<file path="src/rtl/raman_acq_sequencer_if.sv">
// Bundle of sync/strobe/dump signals between the Raman sweep sequencer and its host.
// sweep_ts is present only when SEQ_TIMESTAMP_EN is defined.
interface raman_acq_sequencer_if #(
    parameter int PT_W = 11,
    parameter int MS_W = 17,
    parameter int SV_W = 4
);
    logic            run_en;
    logic            sync;
    logic            fifo_wrreq;
    logic            fifo_rdreq;
    logic            acc_en;
    logic            acc_first;
    logic [PT_W-1:0] point_idx;
    logic [MS_W-1:0] measure_cnt;
    logic [SV_W-1:0] save_cnt;
    // dump_req is the valid: it rises once per set and holds until a cycle with dump_ack (ready) high.
    logic            dump_req;
    logic            dump_ack;
    logic            busy;
    logic            overrun;
    logic [1:0]      state_dbg;
`ifdef SEQ_TIMESTAMP_EN
    logic [31:0]     sweep_ts;
`endif

    modport seq (
        input  run_en, sync, dump_ack,
        output fifo_wrreq, fifo_rdreq, acc_en, acc_first, point_idx,
        output measure_cnt, save_cnt, dump_req, busy, overrun, state_dbg
`ifdef SEQ_TIMESTAMP_EN
        , output sweep_ts
`endif
    );

    modport host (
        output run_en, sync, dump_ack,
        input  fifo_wrreq, fifo_rdreq, acc_en, acc_first, point_idx,
        input  measure_cnt, save_cnt, dump_req, busy, overrun, state_dbg
`ifdef SEQ_TIMESTAMP_EN
        , input sweep_ts
`endif
    );
endinterface

</file>
<file path="src/rtl/raman_acq_sequencer.sv">
// Per-sweep Raman acquisition sequencer: FIFO write/read strobes, accumulator strobes, set dumps.
// Define SEQ_TIMESTAMP_EN to add the sweep_ts capture of a free-running cycle counter.
module raman_acq_sequencer #(
    parameter int POINTS   = 10,
    parameter int MEASURES = 100,
    parameter int SAVES    = 10,
    parameter int RD_DELAY = 3,
    parameter int PT_W     = 11,
    parameter int MS_W     = 17,
    parameter int SV_W     = 4
) (
    input logic                clk,
    input logic                rst_n,
    raman_acq_sequencer_if.seq bus
);
    // One extra bit so the cycle counter reaches POINTS+RD_DELAY without wrapping.
    localparam int CYC_W = PT_W + 1;
    localparam logic [CYC_W-1:0] WR_END    = CYC_W'(POINTS);
    localparam logic [CYC_W-1:0] RD_START  = CYC_W'(RD_DELAY);
    localparam logic [CYC_W-1:0] RD_END    = CYC_W'(POINTS + RD_DELAY);
    localparam logic [CYC_W-1:0] CYC_LAST  = CYC_W'(POINTS + RD_DELAY);
    localparam logic [MS_W-1:0]  MEAS_LAST = MS_W'(MEASURES - 1);
    localparam logic [SV_W-1:0]  SAVE_LAST = SV_W'(SAVES - 1);

    typedef enum logic [1:0] {IDLE = 2'd0, SWEEP = 2'd1, DUMP = 2'd2} state_e;

    state_e          state_q, state_d;
    logic [CYC_W-1:0] cyc_q, cyc_d;
    logic            sync_dly_q, sync_dly_d;
    logic            wrreq_q, wrreq_d;
    logic            rdreq_q, rdreq_d;
    logic            acc_en_q, acc_en_d;
    logic            acc_first_q, acc_first_d;
    logic [PT_W-1:0] point_idx_q, point_idx_d;
    logic [MS_W-1:0] measure_q, measure_d;
    logic [SV_W-1:0] save_q, save_d;
    logic            dump_req_q, dump_req_d;
    logic            overrun_q, overrun_d;
    logic            sync_edge;
    logic            accept;

    assign sync_edge = bus.sync & ~sync_dly_q;
    assign accept    = (state_q == IDLE) && bus.run_en && sync_edge;

    always_comb begin
        state_d    = state_q;
        cyc_d      = cyc_q;
        measure_d  = measure_q;
        save_d     = save_q;
        dump_req_d = dump_req_q;
        overrun_d  = overrun_q;
        sync_dly_d = bus.sync;
        case (state_q)
            IDLE: begin
                if (!bus.run_en) begin
                    measure_d = '0;
                    overrun_d = 1'b0;
                end else if (accept) begin
                    state_d = SWEEP;
                    cyc_d   = '0;
                end
            end
            SWEEP: begin
                if (sync_edge) overrun_d = 1'b1;
                // The last acc_en cycle is cyc == CYC_LAST; the sweep closes there.
                if (cyc_q == CYC_LAST) begin
                    if (measure_q == MEAS_LAST) begin
                        state_d    = DUMP;
                        dump_req_d = 1'b1;
                    end else begin
                        measure_d = measure_q + MS_W'(1);
                        state_d   = IDLE;
                    end
                end else begin
                    cyc_d = cyc_q + CYC_W'(1);
                end
            end
            DUMP: begin
                if (sync_edge) overrun_d = 1'b1;
                if (bus.dump_ack) begin
                    dump_req_d = 1'b0;
                    measure_d  = '0;
                    save_d     = (save_q == SAVE_LAST) ? '0 : save_q + SV_W'(1);
                    state_d    = IDLE;
                end
            end
            default: state_d = IDLE;
        endcase
        // Strobes are registered from the next cycle index so they line up with cyc_q.
        wrreq_d     = (state_d == SWEEP) && (cyc_d < WR_END);
        rdreq_d     = (state_d == SWEEP) && (cyc_d >= RD_START) && (cyc_d < RD_END);
        acc_en_d    = rdreq_q;
        acc_first_d = rdreq_q && (measure_q == '0);
        point_idx_d = rdreq_q ? PT_W'(cyc_q - RD_START) : '0;
    end

    always_ff @(posedge clk or negedge rst_n) begin
        if (!rst_n) begin
            state_q     <= IDLE;
            cyc_q       <= '0;
            sync_dly_q  <= 1'b0;
            wrreq_q     <= 1'b0;
            rdreq_q     <= 1'b0;
            acc_en_q    <= 1'b0;
            acc_first_q <= 1'b0;
            point_idx_q <= '0;
            measure_q   <= '0;
            save_q      <= '0;
            dump_req_q  <= 1'b0;
            overrun_q   <= 1'b0;
        end else begin
            state_q     <= state_d;
            cyc_q       <= cyc_d;
            sync_dly_q  <= sync_dly_d;
            wrreq_q     <= wrreq_d;
            rdreq_q     <= rdreq_d;
            acc_en_q    <= acc_en_d;
            acc_first_q <= acc_first_d;
            point_idx_q <= point_idx_d;
            measure_q   <= measure_d;
            save_q      <= save_d;
            dump_req_q  <= dump_req_d;
            overrun_q   <= overrun_d;
        end
    end

    assign bus.fifo_wrreq  = wrreq_q;
    assign bus.fifo_rdreq  = rdreq_q;
    assign bus.acc_en      = acc_en_q;
    assign bus.acc_first   = acc_first_q;
    assign bus.point_idx   = point_idx_q;
    assign bus.measure_cnt = measure_q;
    assign bus.save_cnt    = save_q;
    assign bus.dump_req    = dump_req_q;
    assign bus.busy        = (state_q != IDLE);
    assign bus.overrun     = overrun_q;
    assign bus.state_dbg   = state_q;

`ifdef SEQ_TIMESTAMP_EN
    logic [31:0] ts_q, ts_d;
    logic [31:0] sweep_ts_q, sweep_ts_d;

    always_comb begin
        ts_d       = ts_q + 32'd1;
        sweep_ts_d = accept ? ts_q : sweep_ts_q;
    end

    always_ff @(posedge clk or negedge rst_n) begin
        if (!rst_n) begin
            ts_q       <= '0;
            sweep_ts_q <= '0;
        end else begin
            ts_q       <= ts_d;
            sweep_ts_q <= sweep_ts_d;
        end
    end

    assign bus.sweep_ts = sweep_ts_q;
`endif
endmodule

</file>
<file path="src/flat_wrapper.sv">
// flat-port wrapper written by rule: the top's interface ports become plain ports
module raman_acq_sequencer_flat 
#(
    parameter int POINTS   = 10,
    parameter int MEASURES = 100,
    parameter int SAVES    = 10,
    parameter int RD_DELAY = 3,
    parameter int PT_W     = 11,
    parameter int MS_W     = 17,
    parameter int SV_W     = 4
)
  (clk, rst_n, bus_run_en, bus_sync, bus_dump_ack, bus_fifo_wrreq, bus_fifo_rdreq, bus_acc_en, bus_acc_first, bus_point_idx, bus_measure_cnt, bus_save_cnt, bus_dump_req, bus_busy, bus_overrun, bus_state_dbg);
  raman_acq_sequencer_if #(.PT_W(PT_W), .MS_W(MS_W), .SV_W(SV_W)) bus_i ();
  input logic clk;
  input logic rst_n;
  input wire logic [$bits(bus_i.run_en)-1:0] bus_run_en;
  input wire logic [$bits(bus_i.sync)-1:0] bus_sync;
  input wire logic [$bits(bus_i.dump_ack)-1:0] bus_dump_ack;
  output wire logic [$bits(bus_i.fifo_wrreq)-1:0] bus_fifo_wrreq;
  output wire logic [$bits(bus_i.fifo_rdreq)-1:0] bus_fifo_rdreq;
  output wire logic [$bits(bus_i.acc_en)-1:0] bus_acc_en;
  output wire logic [$bits(bus_i.acc_first)-1:0] bus_acc_first;
  output wire logic [$bits(bus_i.point_idx)-1:0] bus_point_idx;
  output wire logic [$bits(bus_i.measure_cnt)-1:0] bus_measure_cnt;
  output wire logic [$bits(bus_i.save_cnt)-1:0] bus_save_cnt;
  output wire logic [$bits(bus_i.dump_req)-1:0] bus_dump_req;
  output wire logic [$bits(bus_i.busy)-1:0] bus_busy;
  output wire logic [$bits(bus_i.overrun)-1:0] bus_overrun;
  output wire logic [$bits(bus_i.state_dbg)-1:0] bus_state_dbg;
  assign bus_i.run_en = bus_run_en;
  assign bus_i.sync = bus_sync;
  assign bus_i.dump_ack = bus_dump_ack;
  assign bus_fifo_wrreq = bus_i.fifo_wrreq;
  assign bus_fifo_rdreq = bus_i.fifo_rdreq;
  assign bus_acc_en = bus_i.acc_en;
  assign bus_acc_first = bus_i.acc_first;
  assign bus_point_idx = bus_i.point_idx;
  assign bus_measure_cnt = bus_i.measure_cnt;
  assign bus_save_cnt = bus_i.save_cnt;
  assign bus_dump_req = bus_i.dump_req;
  assign bus_busy = bus_i.busy;
  assign bus_overrun = bus_i.overrun;
  assign bus_state_dbg = bus_i.state_dbg;
  raman_acq_sequencer #(.POINTS(POINTS), .MEASURES(MEASURES), .SAVES(SAVES), .RD_DELAY(RD_DELAY), .PT_W(PT_W), .MS_W(MS_W), .SV_W(SV_W)) u_core (.clk(clk), .rst_n(rst_n), .bus(bus_i));
endmodule
</file>
<file path="config.mk">
export PLATFORM = sky130hd
export DESIGN_NAME = raman_acq_sequencer_flat
export DESIGN_NICKNAME = d
export VERILOG_FILES = /design/src/rtl/raman_acq_sequencer_if.sv /design/src/rtl/raman_acq_sequencer.sv /design/src/flat_wrapper.sv
export SDC_FILE = /design/constraint.sdc
export NUM_CORES = 1
export LEC_CHECK = 0
export BUFFER_PORTS_ARGS = -buffer_cell sky130_fd_sc_hd__buf_4
export CORE_MARGIN = 3
export CORE_UTILIZATION = 35
export CTS_BUF_LIST = sky130_fd_sc_hd__clkbuf_4
export DETAILED_ROUTE_END_ITERATION = 12
export SYNTH_ARGS = -nofsm -noshare
export SYNTH_HDL_FRONTEND = slang
export SYNTH_SLANG_ARGS = --single-unit
</file>
<file path="constraint.sdc">
create_clock -name clk -period 3.5 [get_ports clk]
set_input_delay 0.875 -clock clk [delete_from_list [all_inputs] [get_ports clk]]
set_output_delay 0.875 -clock clk [all_outputs]
set_load 0.1 [all_outputs]
</file>
==> impl_metrics.env <==
export IMPL_rows=33
export IMPL_p_seq_frac=0.617
export IMPL_async_reset_ff_frac=1.00
export IMPL_p_comb_frac=0.111
export IMPL_insertedDiodeCount=0
export IMPL_grt_use_total=0.148
export IMPL_die_y_um=99.4
export IMPL_vias=2516
export IMPL_ctsHoldBuffers=0
export IMPL_r2r_end="u_core.bus.measure_cnt[12]$_DFFE_PN0P_"
export IMPL_max_vdd_ir_drop_uv=122
export IMPL_die_area_um2=9880
export IMPL_synth_flop_cell="dfrtp_1"
export IMPL_drc=0
export IMPL_maxSlewHeadroom=0.559
export IMPL_grt_start_max_net_pins=54
export IMPL_post_route_min_period_ns=2.60
export IMPL_leakage_uw=0.00158
export IMPL_path_class="reg -> reg"
export IMPL_yosysTopAreaCellShare=0.434
export IMPL_reg2reg_from="u_core.bus.state_dbg[0]$_DFF_PN0_"
export IMPL_syn_inst=329
export IMPL_fp_dieW_um=99.4
export IMPL_area_growth_pct=14.8
export IMPL_cts_root_buffer="clkbuf_4"
export IMPL_fmax_ghz=0.384
export IMPL_wl_per_cell_um=15.0
export IMPL_end_kind="flop"
export IMPL_place_gp_congestion=0.804
export IMPL_syn_avg_cell_area_um2=9.28
export IMPL_cts_resized_gates=0
export IMPL_nets=381
export IMPL_netlist_area_um2=3050
export IMPL_rrSetupSlack_ns=0.90
export IMPL_setup_tns_ns=0
export IMPL_ioPinCount=46
export IMPL_synth_area_leaders="dfrtp_1 43%, xnor2_1 4.6%, nand2_1 3.8%"
export IMPL_synthTopCellsByCount="53 x dfrtp_1, 31 x nand2_1, 27 x nor2_1, 17 x inv_1"
export IMPL_core_um2=8340
export IMPL_gr_usage_met1=0.206
export IMPL_synth_warnings=0
export IMPL_grt_pass1_wl_mm=12.0
export IMPL_io_buffer_count=45
export IMPL_synth_seq_cells=53
export IMPL_ant_nets=0
export IMPL_tritoncts_num_buffers=5
export IMPL_cp_arrival_ns=2.89
export IMPL_crit_fanout=12
export IMPL_p_sw_uw=287
export IMPL_via_per_inst=5.31
export IMPL_post_route_period_util=0.744
export IMPL_gr_usage_met3=0.0302
export IMPL_switching_share=0.284
export IMPL_final_max_slew_viol_count=0
export IMPL_finalClockSkew_ns=0.0150
export IMPL_drive_gt1_frac=0.184
export IMPL_worstMarginPinSlew_ns=0.662
export IMPL_gr_total_overflow=0
export IMPL_finalHoldViolCount=0
export IMPL_intPower_uw=723
export IMPL_synth_nets=342
export IMPL_hold_class="in -> async"
export IMPL_yosysMostFrequentCell="dfrtp_1"
export IMPL_drtIter0Drc=252
export IMPL_dp_hpwl_mm=5.03
export IMPL_reg2regPathDepth=9
export IMPL_start_util=0.366
export IMPL_rsz0062_at_grt="false"
export IMPL_cts_clk_slew_worst_paths_ns=0.16
export IMPL_use_met2=0.235
export IMPL_grt_busiest_layer="met2"
export IMPL_first_global_vias=2416
export IMPL_worst_setup_path_start_kind="flop"
export IMPL_clockBufferDepth=2
export IMPL_clkSinkCount=53
export IMPL_status="finished clean"
export IMPL_clkPwrFrac=0.271
export IMPL_seq_area_frac_synth=0.434
export IMPL_crit_required_ns=3.79
export IMPL_drv_cap=0
export IMPL_yosys_area_top_type="dfrtp_1"
export IMPL_postCtsSetupRepairBufs=0
export IMPL_antenna_found_initial=0
export IMPL_power_density_nw_per_um2=288
export IMPL_clk_latency_ns=0.38
export IMPL_h_tree_depth=2
export IMPL_synth_edff_count=0
export IMPL_cts_tree="done"
export IMPL_routed_wl_mm=7.09
export IMPL_netlist_cell_type_count=64
export IMPL_dr_pass1_iters=4
export IMPL_power_uw=1010
export IMPL_setup_viol=0
==> sequential cells by signal, summed over array words and instances (netlist names), 2 cells and up <==
| name | count |
|---|---|
| u_core.bus.measure_cnt | 17 |
| u_core.cyc_q | 12 |
| u_core.bus.save_cnt | 4 |
| u_core.bus.point_idx | 11 |
| u_core.bus.state_dbg | 2 |
==> stage by stage <==
stage | hold slack (ns) | std cells | setup slack, ns | util | cell area (µm²)
final | 0.508 | 474 | 0.896 | 0.420 | 3500
after global routing | 0.535 | 474 | 0.593 | 0.420 | 3500
after CTS | 0.516 | 474 | 0.903 | 0.420 | 3500
after detailed placement | 0.474 | 466 | 0.697 | 0.414 | 3450
after global placement | 0.471 | 466 | 0.737 | 0.414 | 3450
after floorplan | 0.479 | 329 | 0.378 | - | 3050
==> cells in the final DEF, fill, tap and decap left out, drive strengths merged, types with 4 or more instances in the layout <==
master,count
a31oi,5
a21o,4
nor4,5
nand2,31
nor2b,4
nor2,27
and2,9
inv,18
nand3,16
o21ai,16
nand4,7
or4,4
a21oi,14
o211ai,4
a211oi,8
buf,49
ha,8
xnor2,16
clkbuf,5
nor3,12
dfrtp,53
nand2b,5
==> power by group through the flow <==
stage	combinational (µW)	clock [µW]	sequential (µW)
5_1_grt	123	307	625
6_report	112	274	623
4_1_cts	114	288	623
2_1_floorplan	63.0	0	647
3_3_place_gp	112	0	634
3_5_place_dp	114	0	634
==> cells by family (layout without fill, tap and decap cells) <==
logic type / Yosys count / count (layout) / share of synthesized area
simple gates: 136 / 136 / 0.234
mux: 2 / 2 / 0.00656
compound gates: 77 / 77 / 0.186
flops: 53 / 53 / 0.434
xor+xnor: 18 / 18 / 0.0516
buf+inv: 35 / 75 / 0.0541
fa+ha+maj: 8 / 8 / 0.0328
==> worst max-delay path by stage <==
stage | start | end | slack [ns] | cells after the start
floorplan | u_core.bus.state_dbg[0]$_DFF_PN0_ | u_core.bus.measure_cnt[12]$_DFFE_PN0P_ | 0.38 | 8
global placement | bus_dump_ack | u_core.bus.measure_cnt[6]$_DFFE_PN0P_ | 0.74 | 8
detailed placement | bus_dump_ack | u_core.bus.measure_cnt[12]$_DFFE_PN0P_ | 0.70 | 8
CTS | u_core.bus.state_dbg[0]$_DFF_PN0_ | u_core.bus.measure_cnt[12]$_DFFE_PN0P_ | 0.90 | 9
global route | u_core.bus.state_dbg[1]$_DFF_PN0_ | u_core.bus.fifo_wrreq$_DFF_PN0_ | 0.59 | 8
finish | u_core.bus.state_dbg[0]$_DFF_PN0_ | u_core.bus.measure_cnt[12]$_DFFE_PN0P_ | 0.90 | 9
==> routing by layer <==
layer | share of wire | routed length, µm
met5 | 0 | 0
met4 | 0.010 | 74
met3 | 0.043 | 305
met2 | 0.48 | 3390
met1 | 0.47 | 3320
==> critical path, stage by stage (launching register included) <==
cell and delay [ns]:
dfrtp_1 0.44, inv_1 0.10, ha_1 0.26, and2b_2 0.23
a211oi_1 0.20, buf_4 0.19, nand2_1 0.27, a211oi_4 0.47
a31oi_1 0.14, a41o_1 0.22
==> area by class of cell <==
| type | count | area, µm² |
|---|---|---|
| clock buffers | 5 | 37.5 |
| fillers | 864 | 4840 |
| clock inverters | 3 | 12.5 |
| repair buffers | 49 | 368 |
| flip-flops and latches | 53 | 1330 |
| inverters | 18 | 67.6 |
| multi-input cells | 241 | 1560 |
| well taps | 105 | 131 |
(Power assumes the default switching activity.)
